## src/rtl/p2p_link_pkg.sv

```systemverilog
// Shared definitions for the 4-bit point-to-point node link (used by both RX and TX).
package p2p_link_pkg;

    localparam int unsigned NIBBLE_W = 4;

    localparam logic [NIBBLE_W-1:0] SOF = 4'hA;

    typedef enum logic [1:0] {
        IDLE  = 2'd0,
        DATA  = 2'd1,
        CHECK = 2'd2
    } state_t;

    // Running parity: fold one more data nibble into the accumulated XOR
    function automatic logic [NIBBLE_W-1:0] nib_parity(
        input logic [NIBBLE_W-1:0] acc,
        input logic [NIBBLE_W-1:0] nib
    );
        return acc ^ nib;
    endfunction

endpackage

```

## src/rtl/p2p_rx_fifo.sv

```systemverilog
// First-word-fall-through word FIFO; count distinguishes full from empty.
module p2p_rx_fifo
    import p2p_link_pkg::*;
#(
    parameter int unsigned DEPTH = 4,
    parameter int unsigned W     = 16
) (
    input  logic                       clk,
    input  logic                       rst_n,
    input  logic                       push,
    input  logic [W-1:0]               din,
    input  logic                       pop,
    output logic [W-1:0]               dout,
    output logic                       full,
    output logic                       empty,
    output logic [$clog2(DEPTH+1)-1:0] count
);

    localparam int unsigned PTR_W = $clog2(DEPTH);
    localparam int unsigned CNT_W = $clog2(DEPTH + 1);

    logic [W-1:0]     mem [DEPTH];
    logic [PTR_W-1:0] wr_ptr;
    logic [PTR_W-1:0] rd_ptr;
    logic             wr_en;
    logic             rd_en;

    assign full  = (count == CNT_W'(DEPTH));
    assign empty = (count == '0);
    assign dout  = mem[rd_ptr];

    // A push into a full FIFO is honoured only when a pop frees the slot on the same edge
    assign wr_en = push & (~full | pop);
    assign rd_en = pop & ~empty;

    // Storage, pointers and occupancy
    always_ff @(posedge clk) begin
        if (!rst_n) begin
            mem    <= '{default: '0};
            wr_ptr <= '0;
            rd_ptr <= '0;
            count  <= '0;
        end else begin
            if (wr_en) begin
                mem[wr_ptr] <= din;
                wr_ptr      <= wr_ptr + PTR_W'(1);
            end
            if (rd_en) begin
                rd_ptr <= rd_ptr + PTR_W'(1);
            end
            case ({wr_en, rd_en})
                2'b10:   count <= count + CNT_W'(1);
                2'b01:   count <= count - CNT_W'(1);
                default: count <= count;
            endcase
        end
    end

endmodule

```

## src/rtl/p2p_link_rx.sv

```systemverilog
// Receive side of the 4-bit P2P link: deframes nibbles into words, buffers them,
// and returns one credit per word drained. Parity nibble enabled by P2P_RX_PARITY_EN.
module p2p_link_rx
    import p2p_link_pkg::*;
#(
    parameter int unsigned DEPTH   = 4,
    parameter int unsigned NIBBLES = 4
) (
    input  logic                           clk,
    input  logic                           rst_n,
    input  logic [NIBBLE_W-1:0]            link_data,
    input  logic                           link_vld,
    output logic                           link_credit,
    output logic [NIBBLE_W*NIBBLES-1:0]    out_data,
    output logic                           out_vld,
    input  logic                           out_rdy,
    output logic                           frame_err,
    output logic                           ovf,
    output logic [$clog2(DEPTH+1)-1:0]     count
);

    localparam int unsigned W     = NIBBLE_W * NIBBLES;
    localparam int unsigned CNT_W = (NIBBLES > 2) ? $clog2(NIBBLES) : 1;
`ifdef P2P_RX_PARITY_EN
    localparam int unsigned ASM_W = W;
`else
    localparam int unsigned ASM_W = W - NIBBLE_W;
`endif

    state_t              state;
    logic [CNT_W-1:0]    nib_cnt;
    logic [ASM_W-1:0]    asm_q;
`ifdef P2P_RX_PARITY_EN
    logic [NIBBLE_W-1:0] par_q;
`endif
    logic                done_c;
    logic [W-1:0]        word_c;
    logic                pop_c;
    logic                full;
    logic                empty;

    // Frame completion strobe and the word it delivers
    always_comb begin
        done_c = 1'b0;
`ifdef P2P_RX_PARITY_EN
        word_c = asm_q;
        done_c = link_vld && (state == CHECK) && (link_data == par_q);
`else
        word_c = {asm_q, link_data};
        done_c = link_vld && (state == DATA) && (nib_cnt == CNT_W'(NIBBLES - 1));
`endif
    end

    assign pop_c   = out_vld & out_rdy;
    assign out_vld = ~empty;

    // Deframer FSM with registered frame_err pulse
    always_ff @(posedge clk) begin
        if (!rst_n) begin
            state     <= IDLE;
            nib_cnt   <= '0;
            asm_q     <= '0;
`ifdef P2P_RX_PARITY_EN
            par_q     <= '0;
`endif
            frame_err <= 1'b0;
        end else begin
            frame_err <= 1'b0;
            if (link_vld) begin
                unique case (state)
                    IDLE: begin
                        if (link_data == SOF) begin
                            state   <= DATA;
                            nib_cnt <= '0;
`ifdef P2P_RX_PARITY_EN
                            par_q   <= '0;
`endif
                        end else begin
                            frame_err <= 1'b1;
                        end
                    end
                    DATA: begin
                        asm_q   <= {asm_q[ASM_W-NIBBLE_W-1:0], link_data};
                        nib_cnt <= nib_cnt + CNT_W'(1);
`ifdef P2P_RX_PARITY_EN
                        par_q   <= nib_parity(par_q, link_data);
                        if (nib_cnt == CNT_W'(NIBBLES - 1)) state <= CHECK;
`else
                        if (nib_cnt == CNT_W'(NIBBLES - 1)) state <= IDLE;
`endif
                    end
`ifdef P2P_RX_PARITY_EN
                    CHECK: begin
                        if (link_data != par_q) frame_err <= 1'b1;
                        state <= IDLE;
                    end
`endif
                    default: state <= IDLE;
                endcase
            end
        end
    end

    // Credit return and sticky overflow flag
    always_ff @(posedge clk) begin
        if (!rst_n) begin
            link_credit <= 1'b0;
            ovf         <= 1'b0;
        end else begin
            link_credit <= pop_c;
            if (done_c && full && !pop_c) ovf <= 1'b1;
        end
    end

    p2p_rx_fifo #(
        .DEPTH (DEPTH),
        .W     (W)
    ) u_fifo (
        .clk   (clk),
        .rst_n (rst_n),
        .push  (done_c),
        .din   (word_c),
        .pop   (pop_c),
        .dout  (out_data),
        .full  (full),
        .empty (empty),
        .count (count)
    );

endmodule

```

## config.mk

```make
export PLATFORM = sky130hd
export DESIGN_NAME = p2p_link_rx
export DESIGN_NICKNAME = d
export VERILOG_FILES = /design/src/rtl/p2p_link_pkg.sv /design/src/rtl/p2p_rx_fifo.sv /design/src/rtl/p2p_link_rx.sv
export SDC_FILE = /design/constraint.sdc
export NUM_CORES = 1
export LEC_CHECK = 0
export CAP_MARGIN = 30
export CORE_MARGIN = 5
export CORE_UTILIZATION = 29
export DETAILED_ROUTE_END_ITERATION = 7
export PLACE_DENSITY_LB_ADDON = 0.2
export REMOVE_ABC_BUFFERS = 1
export SYNTH_ARGS = -nofsm -noshare
export SYNTH_HDL_FRONTEND = slang
export SYNTH_HIERARCHICAL = 1
export SYNTH_SLANG_ARGS = --single-unit
```

## constraint.sdc

```tcl
create_clock -name clk -period 3.9 [get_ports clk]
set_input_delay 0.585 -clock clk [delete_from_list [all_inputs] [get_ports clk]]
set_output_delay 0.585 -clock clk [all_outputs]
set_load 0.01 [all_outputs]
```

# After elaboration in Yosys (flattened, before gate mapping)
# Cells that the tools add are included.
# totals
word_cells,64
output_inout_bits,23
ff_bits,90
inputBits,8
# classes
eq_ne,8
mux,13
n_addsub,5
n_bitwise,8
order_cmp,3
reduce_logical,14
# op_table
cell,count
bitwise mux 64 bit,1
2-to-1 mux 16 bit,3
binary-select mux 16 bit (select 2 bit),1
demux 16 bit (select 2 bit),1
AND reduction 3 bit,3
case mux 2 bit (2 select lines),2
adder 2 x 1 -> 2 bit (second input constant),3
greater-or-equal comparator 3 bit (second input constant),2
2-to-1 mux 2 bit,3
NOT 2 -> 3 bit,2
case mux 3 bit (2 select lines),1
logical AND 1 bit,5
equality test 2 x 1 -> 1 bit (second input constant),2
equality test 2 bit (second input constant),2
equality test 4 bit (second input constant),1
nonzero test 2 bit,2
adder 3 x 1 -> 3 bit (second input constant),1
AND 1 bit,3
equality test 3 bit (second input constant),1
zero test 3 bit,1
< comparator 3 x 1 -> 1 bit (second input constant),1
subtractor 3 x 1 -> 3 bit (second input constant),1
zero test 2 bit,1
inequality test 2 x 1 -> 1 bit (second input constant),1
6 further kinds,7

# Longest topological paths before layout
# Gate-level depths: netlist (run 1).
# depth
depth_word,7
ltp_mapped,11
ltp_nobuf,11

# Cells and area by module
# Netlist (run 1), hierarchy kept.
# by_module_without_submodules
module,seq_area_each_um2,area_each_um2,cells_per_inst,instances
p2p_rx_fifo,1421.4,3155.5,296,1
p2p_link_rx,360.3,835.8,85,1

# Worst setup path after synthesis (run 1)
# OpenSTA, ideal clock, no wires.
# synth_path
path_kind,flip-flop to flip-flop
from,register u_fifo.count[0]
to,register u_fifo.count[2]
n_path_buf,0
stages_incl_launch_ff,12
slack_ns,1.014
t_required_ns,3.824
synth_period_minus_slack_ns,2.886
setup_ns,0.076
arrival_time_ns,2.810
path_cell_list,dfxtp_1 > nor3_1 > nor2b_1 > nor4b_4 > and2b_1 > inv_1 > ha_1 > inv_1 > fa_1 > xor2_1 > or3_1 > a21boi_0
# synth_via
elab_chain_cells,7
elab_cells_between_ends,14
cone_classes,add/sub (2); eq/ne (3); mux (1); bitwise (6); reduce/logical (2)
# synth_rtl
item,line,source
start: declaration,p2p_rx_fifo.sv:16,output logic [$clog2(DEPTH+1)-1:0] count
start signal: assignment,p2p_rx_fifo.sv:52,2'b10: count <= count + CNT_W'(1);
start signal: assignment,p2p_rx_fifo.sv:53,2'b01: count <= count - CNT_W'(1);
start signal: assignment,p2p_rx_fifo.sv:54,default: count <= count;
zero test 3 bit (*),p2p_rx_fifo.sv:29,assign empty = (count == '0);
via empty,p2p_link_rx.sv:40,logic empty;
NOT 1 bit (*),p2p_link_rx.sv:55,assign out_vld = ~empty;
AND 1 bit (*),p2p_link_rx.sv:54,assign pop_c = out_vld & out_rdy;
via pop_c,p2p_link_rx.sv:38,logic pop_c;
bitwise OR 1 bit,p2p_rx_fifo.sv:33,assign wr_en = push & (~full | pop);
AND 1 bit,p2p_rx_fifo.sv:33,
equality test 2 x 1 -> 1 bit or equality test 2 bit (tied branches),p2p_rx_fifo.sv:51,"case ({wr_en, rd_en})"
case mux 3 bit (2 select lines) or nonzero test 2 bit (tied branches),-,
# Mark *: on every way through the listed nets, which the timed path passes. The rest lies on a longest branch.
# A chain may end at the register's enable or synchronous reset.

# Worst setup path after layout (run 1)
# Same ends and word-level chain as after synthesis.

==> results of run 1 <==
-- worst reg2reg max path, delay by kind of cell (launching register included) --
kind / cells / cell delay (ps)
compound gates: 1 / 200
xor+xnor: 1 / 160
fa+ha+maj: 2 / 560
buf+inv: 2 / 130
flops: 1 / 380
simple gates: 5 / 1760
-- cell usage in the layout, fill, tap and decap left out, types with 2 or more instances in the layout --
master,instances
nand3_1,12
nor2b_1,3
clkinv_2,2
nor2_2,4
buf_4,13
inv_1,9
mux2i_1,66
o211ai_1,2
nand2_1,93
clkbuf_16,9
a21bo_1,12
and2_1,3
o21ai_0,4
a21oi_1,12
clkbuf_1,2
mux4_2,16
dfxtp_1,89
nand3b_1,4
clkdlybuf4s50_1,29
a21boi_0,2
or3_1,2
ha_1,6
-- cells by family (layout without fill, tap and decap cells) --
| logic type | count (synthesis) | after routing | synth area share [%] |
|---|---|---|---|
| simple gates | 132 | 132 | 15.77 |
| flops | 89 | 89 | 44.64 |
| mux | 82 | 82 | 25.58 |
| buf+inv | 35 | 67 | 4.859 |
| compound gates | 34 | 34 | 6.332 |
| fa+ha+maj | 7 | 7 | 2.382 |
| xor+xnor | 2 | 2 | 0.4390 |
-- power by group --
part,total (W),switching [W],internal (W)
Clock,0.000783,0.000339,0.000444
Sequential,0.000911,0.000000833,0.000910
Combinational,0.0000456,0.0000324,0.0000131
Total,0.00174,0.000372,0.00137
-- metal layers --
layer | GRT usage [%] | up-vias | wire length [µm]
li1 | - | 1378 | -
met5 | 0 | - | 0
met4 | 3.407 | 0 | 110
met2 | 17.34 | 30 | 3981
met1 | 14.81 | 1321 | 4221
met3 | 3.172 | 9 | 342
-- registers in the layout, summed over array words and instances (netlist names) --
name / count
u_fifo/mem: 64
asm_q: 12
u_fifo/count: 3
nib_cnt: 2
u_fifo/rd_ptr: 2
u_fifo/wr_ptr: 2
frame_err: 1
link_credit: 1
ovf: 1
state: 1
-- metrics by stage --
stage	util (%)	hold WS (ps)	worst slack, ps	std cells	total power (W)
after floorplan	-	431.5	1014	355	0.0009413
after global placement	33.30	439.8	668.8	574	0.0009764
after detailed placement	33.30	446.0	556.5	574	0.0009771
after CTS	35.27	456.8	632.3	589	0.001770
after global routing	35.27	470.9	326.4	589	0.001810
final	35.27	453.4	639.1	589	0.001740
-- path summary, 6_finish.rpt --
kind                         from              end  slack (ps)  depth (start not counted)
hold / removal      u_fifo/mem[8]    u_fifo/mem[8]         450                          2
setup reg to reg  u_fifo/count[0]  u_fifo/count[2]         640                         11
setup / recovery  u_fifo/count[0]  u_fifo/count[2]         640                         11
hold reg to reg     u_fifo/mem[8]    u_fifo/mem[8]         450                          2
-- layout make-up --
type	count	area share (%)
Timing Repair Buffer	43	8.344
Tap cell	176	4.677
Inverter	9	0.7175
Clock buffer	12	5.235
Sequential cell	89	37.84
Multi-Input combinational cell	257	42.81
Clock inverter	3	0.3720
==> run_results.csv, run 1 <==
group,metric,value,unit
cells_and_area,multi_input_area,2016,µm²
cells_and_area,seqCellArea,1782,µm²
synth,syn_area,3991,µm²
synth,yosysTopAreaCell,"dfxtp_1",
global_routing,grt_start_max_net_pins,41,
setup_path,critical_path_class,"flip-flop to flip-flop",
floorplanning,dieWidth,127.3,µm
timing,report.final.slew_viol_count,0,
hold_path,hp-class,"flip-flop to flip-flop",
synth,syn_avg_cell_area,10.48,µm²
global_routing,grt_pass1_wl,14.38,mm
timing,fin_crit,3261,ps
floorplanning,start_util,29.90,%
synth,synthArstFlopShare,0,%
clock_tree,cts_setup_buffers,0,
power,p_leak,1.520,nW
clock_tree,worstSkewPairLatency,330,ps
synth,ys_seq_area_share,44.64,%
cells_and_area,final_cell_area,4708,µm²
synth,synth_cell_type_count,37,
setup_path,path_buf_inv,2,
clock_tree,htreeDepth,3,
floorplanning,num_rows,42,
floorplanning,design.core.area,13350,µm²
global_routing,grt_usage,11.07,%
synth,synth_flop_cell,"dfxtp_1",
route,drc_errors,0,
synth,netlist_top_cells_count,"nand2_1, dfxtp_1, mux2i_1",
floorplanning,die-area,16210,µm²
route,drt-vias-per-instance,4.649,
placement,routabilityCongestion,0.7090,
route,antenna_left,0,
timing,fin_crit_sh,83.61,%
route,wl_per_cell,14.70,µm
global_routing,antenna_found_initial,0,
placement,dpl_cell_area,4444,µm²
timing,max_freq,306.7,MHz
timing,fin_tns_setup,0,ps
cells_and_area,finalNetCount,424,
clock_tree,clk_path_buf_depth,2,
synth,yosysWarnings,6,
job,drv_cap,0,
route,vias,2738,
timing,rsz0062_at_grt,"false",
clock_tree,cts_resized,0,
synth,synth_cells,381,
setup_path,slowest_delay,490,ps
timing,fin_skew,5.480,ps
timing,tightest_slew,719.1,ps
cells_and_area,drive_above_1_share,12.83,%
setup_path,cp.arrival,3510,ps
cells_and_area,fillers,1357,
route,first_pass_iters,4,
setup_path,critical_path.top_delay_family,"simple AND/OR/NAND/NOR gates",
floorplanning,io_pins,31,
clock_tree,cts_tree,"done",
setup_path,path_cells,"nor3_1, nor2b_1, nor4b_4, and2b_1, inv_1, ha_1, inv_1, fa_1, xor2_1, or3_1, a21boi_0",
placement,portBuffers,30,
setup_path,end_kind,"flip-flop",
setup_path,critPathMostFrequentCell,"inv_1",
synth,synth_area_leaders,"dfxtp_1, mux2i_1, mux4_2, nand2_1, a21bo_1",
timing,hold_viol_final,0,
global_routing,grt_pass1_vias,2750,
power,power_density,369.5,nW/µm²
synth,synth-edff-count,0,
route,drt-total-wl,8.656,mm
placement,hpwl,5.905,mm
clock_tree,postCtsHoldBufs,0,
setup_path,start_kind,"flip-flop",
setup_path,worstPathRequired,4150,ps
route,drt_iter0_drc,144,
clock_tree,cts.clk_slew.worst_paths,60,ps
clock_tree,cts.sinks,89,
synth,synth_seq_cells,89,
synth,yosys.area.top_type_share,44.64,%
cells_and_area,num_antenna_cells,0,
clock_tree,cts_buffers,9,
status,status,"complete, no violations",
setup_path,slowest_stage,"nor3_1",
setup_path,path_max_fanout,6,
synth,synth.most_common_cell,"nand2_1",
timing,slew_headroom,52.00,%
timing,setup_viol,0,
floorplanning,dieHeight,127.3,µm
cells_and_area,area_growth,17.96,%
clock_tree,clockRootBuffer,"clkbuf_16",
global_routing,overflow,0,
power,peakVddDrop,0.2092,mV
Power figures use the tool's default switching activity.
==> run 2, diff against run 1 <==
==> constraint.sdc (replaced) <==
create_clock -name clk -period 2.9 [get_ports clk]
set_input_delay 0.435 -clock clk [delete_from_list [all_inputs] [get_ports clk]]
set_output_delay 0.435 -clock clk [all_outputs]
set_load 0.01 [all_outputs]
==> run 2 against run 1 <==
Net effect:
- cell count increased by 0.51%
- clock skew hardly changed
- die area unchanged
- critical path depth decreased by 8
- non-clock buffer count is 3 higher
- first-iteration DRC count is 12% higher
- critical endpoint is now out_data[14]
- worst setup slack got worse by 460 ps
- sequential share of layout area down 0.89 points
- largest power group is now clock
- largest cell class unchanged
- highest routed layer unchanged
- register-to-register slack got worse by 320 ps
- clock-buffer cell count is 2 lower
==> run_results.csv, run 2 (synthesis gave the netlist of run 1 again) <==
group,metric,value,unit
status,status,"complete, no violations",
power,p_sw,0.0005146,W
clock_tree,cts.sinks,89,
job,drv_cap,0,
floorplanning,io_pins,31,
setup_path,critical_path.top_delay_family,"buffers and inverters",
timing,fin_skew,5.553,ps
setup_path,start_kind,"flip-flop",
setup_path,critical_path_class,"flip-flop to output port",
placement,dpl_cell_area,4479,µm²
timing,rsz0062_at_grt,"false",
power,p_leak,1.580,nW
setup_path,cp_num_cells,3,
clock_tree,cts.clk_slew.worst_paths,60,ps
timing,hold_viol_final,0,
route,antenna_left,0,
clock_tree,postCtsHoldBufs,0,
global_routing,grt_usage,11.13,%
placement,placedCellCount,577,
timing,setup_viol,0,
setup_path,path_max_fanout,11,
hold_path,holdPathStages,2,
placement,place_ws,-7.390,ps
cells_and_area,drive_above_1_share,13.94,%
clock_tree,clk_path_buf_depth,2,
cells_and_area,final_cell_area,4822,µm²
setup_path,slowest_stage,"dfxtp_1",
cells_and_area,mostFrequentLayoutCells,"nand2_1, dfxtp_1, mux2i_1, clkdlybuf4s50_1, mux4_2",
setup_path,worstPathRequired,2470,ps
global_routing,overflow,0,
cells_and_area,final_core_utilization,36.13,%
power,intPower,0.002103,W
route,first_pass_iters,5,
cells_and_area,reg.largest.list,"u_fifo/mem (64), asm_q (12), u_fifo/count (3)",
clock_tree,cts_buffers,9,
global_routing,grt_pass1_vias,2813,
route,drt_iter0_drc,161,
setup_path,path_cells,"buf_4, mux4_2, clkdlybuf4s50_1",
power,power_density,542.9,nW/µm²
timing,worst_slack,175.9,ps
cells_and_area,fin_cells,592,
placement,routabilityCongestion,0.7313,
power,p_sw_share,19.66,%
floorplanning,die-area,16210,µm²
timing,slew_headroom,51.04,%
route,vias,2741,
placement,hpwl,5.582,mm
floorplanning,dieWidth,127.3,µm
hold_path,hp-class,"flip-flop to flip-flop",
clock_tree,cts_tree,"done",
floorplanning,start_util,29.90,%
power,pwr-share-comb,2.3,%
power,p_clk_share,50.8,%
timing,max_freq,367.1,MHz
cells_and_area,finalNetCount,427,
route,drc_errors,0,
cells_and_area,num_antenna_cells,0,
cells_and_area,area_growth,20.81,%
route,wl_per_cell,14.55,µm
global_routing,antenna_found_initial,0,
cells_and_area,largest_reg_flops,64,
cells_and_area,final_common_cell,"nand2_1",
cells_and_area,top_register,"u_fifo/mem",
floorplanning,dieHeight,127.3,µm
setup_path,end_kind,"output port",
power,totalPowerFinal,0.002618,W
timing,tightest_slew,733.4,ps
power,power_frac_seq,46.8,%
placement,portBuffers,30,
clock_tree,cts_resized,0,
clock_tree,worstSkewPairLatency,340,ps
global_routing,grt_start_max_net_pins,103,
route,drt-total-wl,8.612,mm
setup_path,slowest_delay,790,ps
setup_path,cp.arrival,2290,ps
timing,report.final.slew_viol_count,0,
setup_path,path_buf_inv,2,
power,peakVddDrop,0.2671,mV
setup_path,rr_worst_depth,11,
global_routing,grt_pass1_wl,14.40,mm
timing,fin_crit_sh,93.93,%
route,drt-vias-per-instance,4.630,
clock_tree,clockRootBuffer,"clkbuf_16",
timing,fin_crit,2724,ps
clock_tree,cts_setup_buffers,0,
floorplanning,design.core.area,13350,µm²
floorplanning,num_rows,42,
clock_tree,htreeDepth,3,
run 2: cell count changes in the layout (fill, tap and decap cells not counted):
| cell | before | now |
|---|---|---|
| clkinv_2 | 2 | 1 |
| buf_4 | 13 | 15 |
| clkinvlp_4 | 1 | 0 |
| clkbuf_1 | 2 | 0 |
| buf_12 | 0 | 1 |
| clkinv_4 | 0 | 1 |
| bufinv_16 | 0 | 3 |
run 2: power groups by stage:
stage               logic (W)  clock network, W  registers [W]
floorplan           0.0000112                 0        0.00125
global placement    0.0000614                 0        0.00125
detailed placement  0.0000623                 0        0.00125
CTS                 0.0000626           0.00137        0.00123
global route        0.0000673           0.00142        0.00122
finish              0.0000613           0.00133        0.00123
run 2: stage by stage:
step	setup TNS, ps	hold WS [ps]
after floorplan	0	431.5
after global placement	0	439.0
after detailed placement	-7.390	447.7
after CTS	0	457.1
after global routing	0	474.0
final	0	452.3
run 2: final cells by class:
type | instances | area (µm²)
fillers | 1344 | 8526
clock buffers | 10 | 239.0
repair buffers | 46 | 427.9
flip-flops and latches | 89 | 1782
clock inverters | 5 | 103.9
inverters | 9 | 33.78
multi-input cells | 257 | 2016
well taps | 176 | 220.2
run 2: worst min-delay path: stages, from the launching register on:
cell	delay [ps]
dfxtp_1	300
nand2_1	50
mux2i_1	50
run 2: worst paths after layout:
path | from | endpoint | slack (ps)
max | u_fifo/rd_ptr[1] | out_data[14] | 180
min | u_fifo/mem[27] | u_fifo/mem[27] | 450
max reg2reg | u_fifo/count[2] | u_fifo/count[2] | 320
min reg2reg | u_fifo/mem[27] | u_fifo/mem[27] | 450
run 2: per-layer routing:
| metal | routed length, µm | vias up | GRT usage (%) |
|---|---|---|---|
| met5 | 0 | - | 0 |
| met4 | 100 | 0 | 2.524 |
| met3 | 348 | 9 | 3.756 |
| met2 | 3939 | 34 | 17.90 |
| met1 | 4223 | 1325 | 14.52 |
| li1 | - | 1373 | - |
==> run 3, diff against run 2 <==
--- a/config.mk
+++ b/config.mk
@@ -5,7 +5,7 @@
 export SDC_FILE = /design/constraint.sdc
 export NUM_CORES = 1
 export LEC_CHECK = 0
-export CAP_MARGIN = 30
+export ABC_CLOCK_PERIOD_IN_PS = 2900
 export CORE_MARGIN = 5
 export CORE_UTILIZATION = 29
 export DETAILED_ROUTE_END_ITERATION = 7
==> results of run 3 <==
No change in the layout: final DEF, timing and power equal those of run 2.
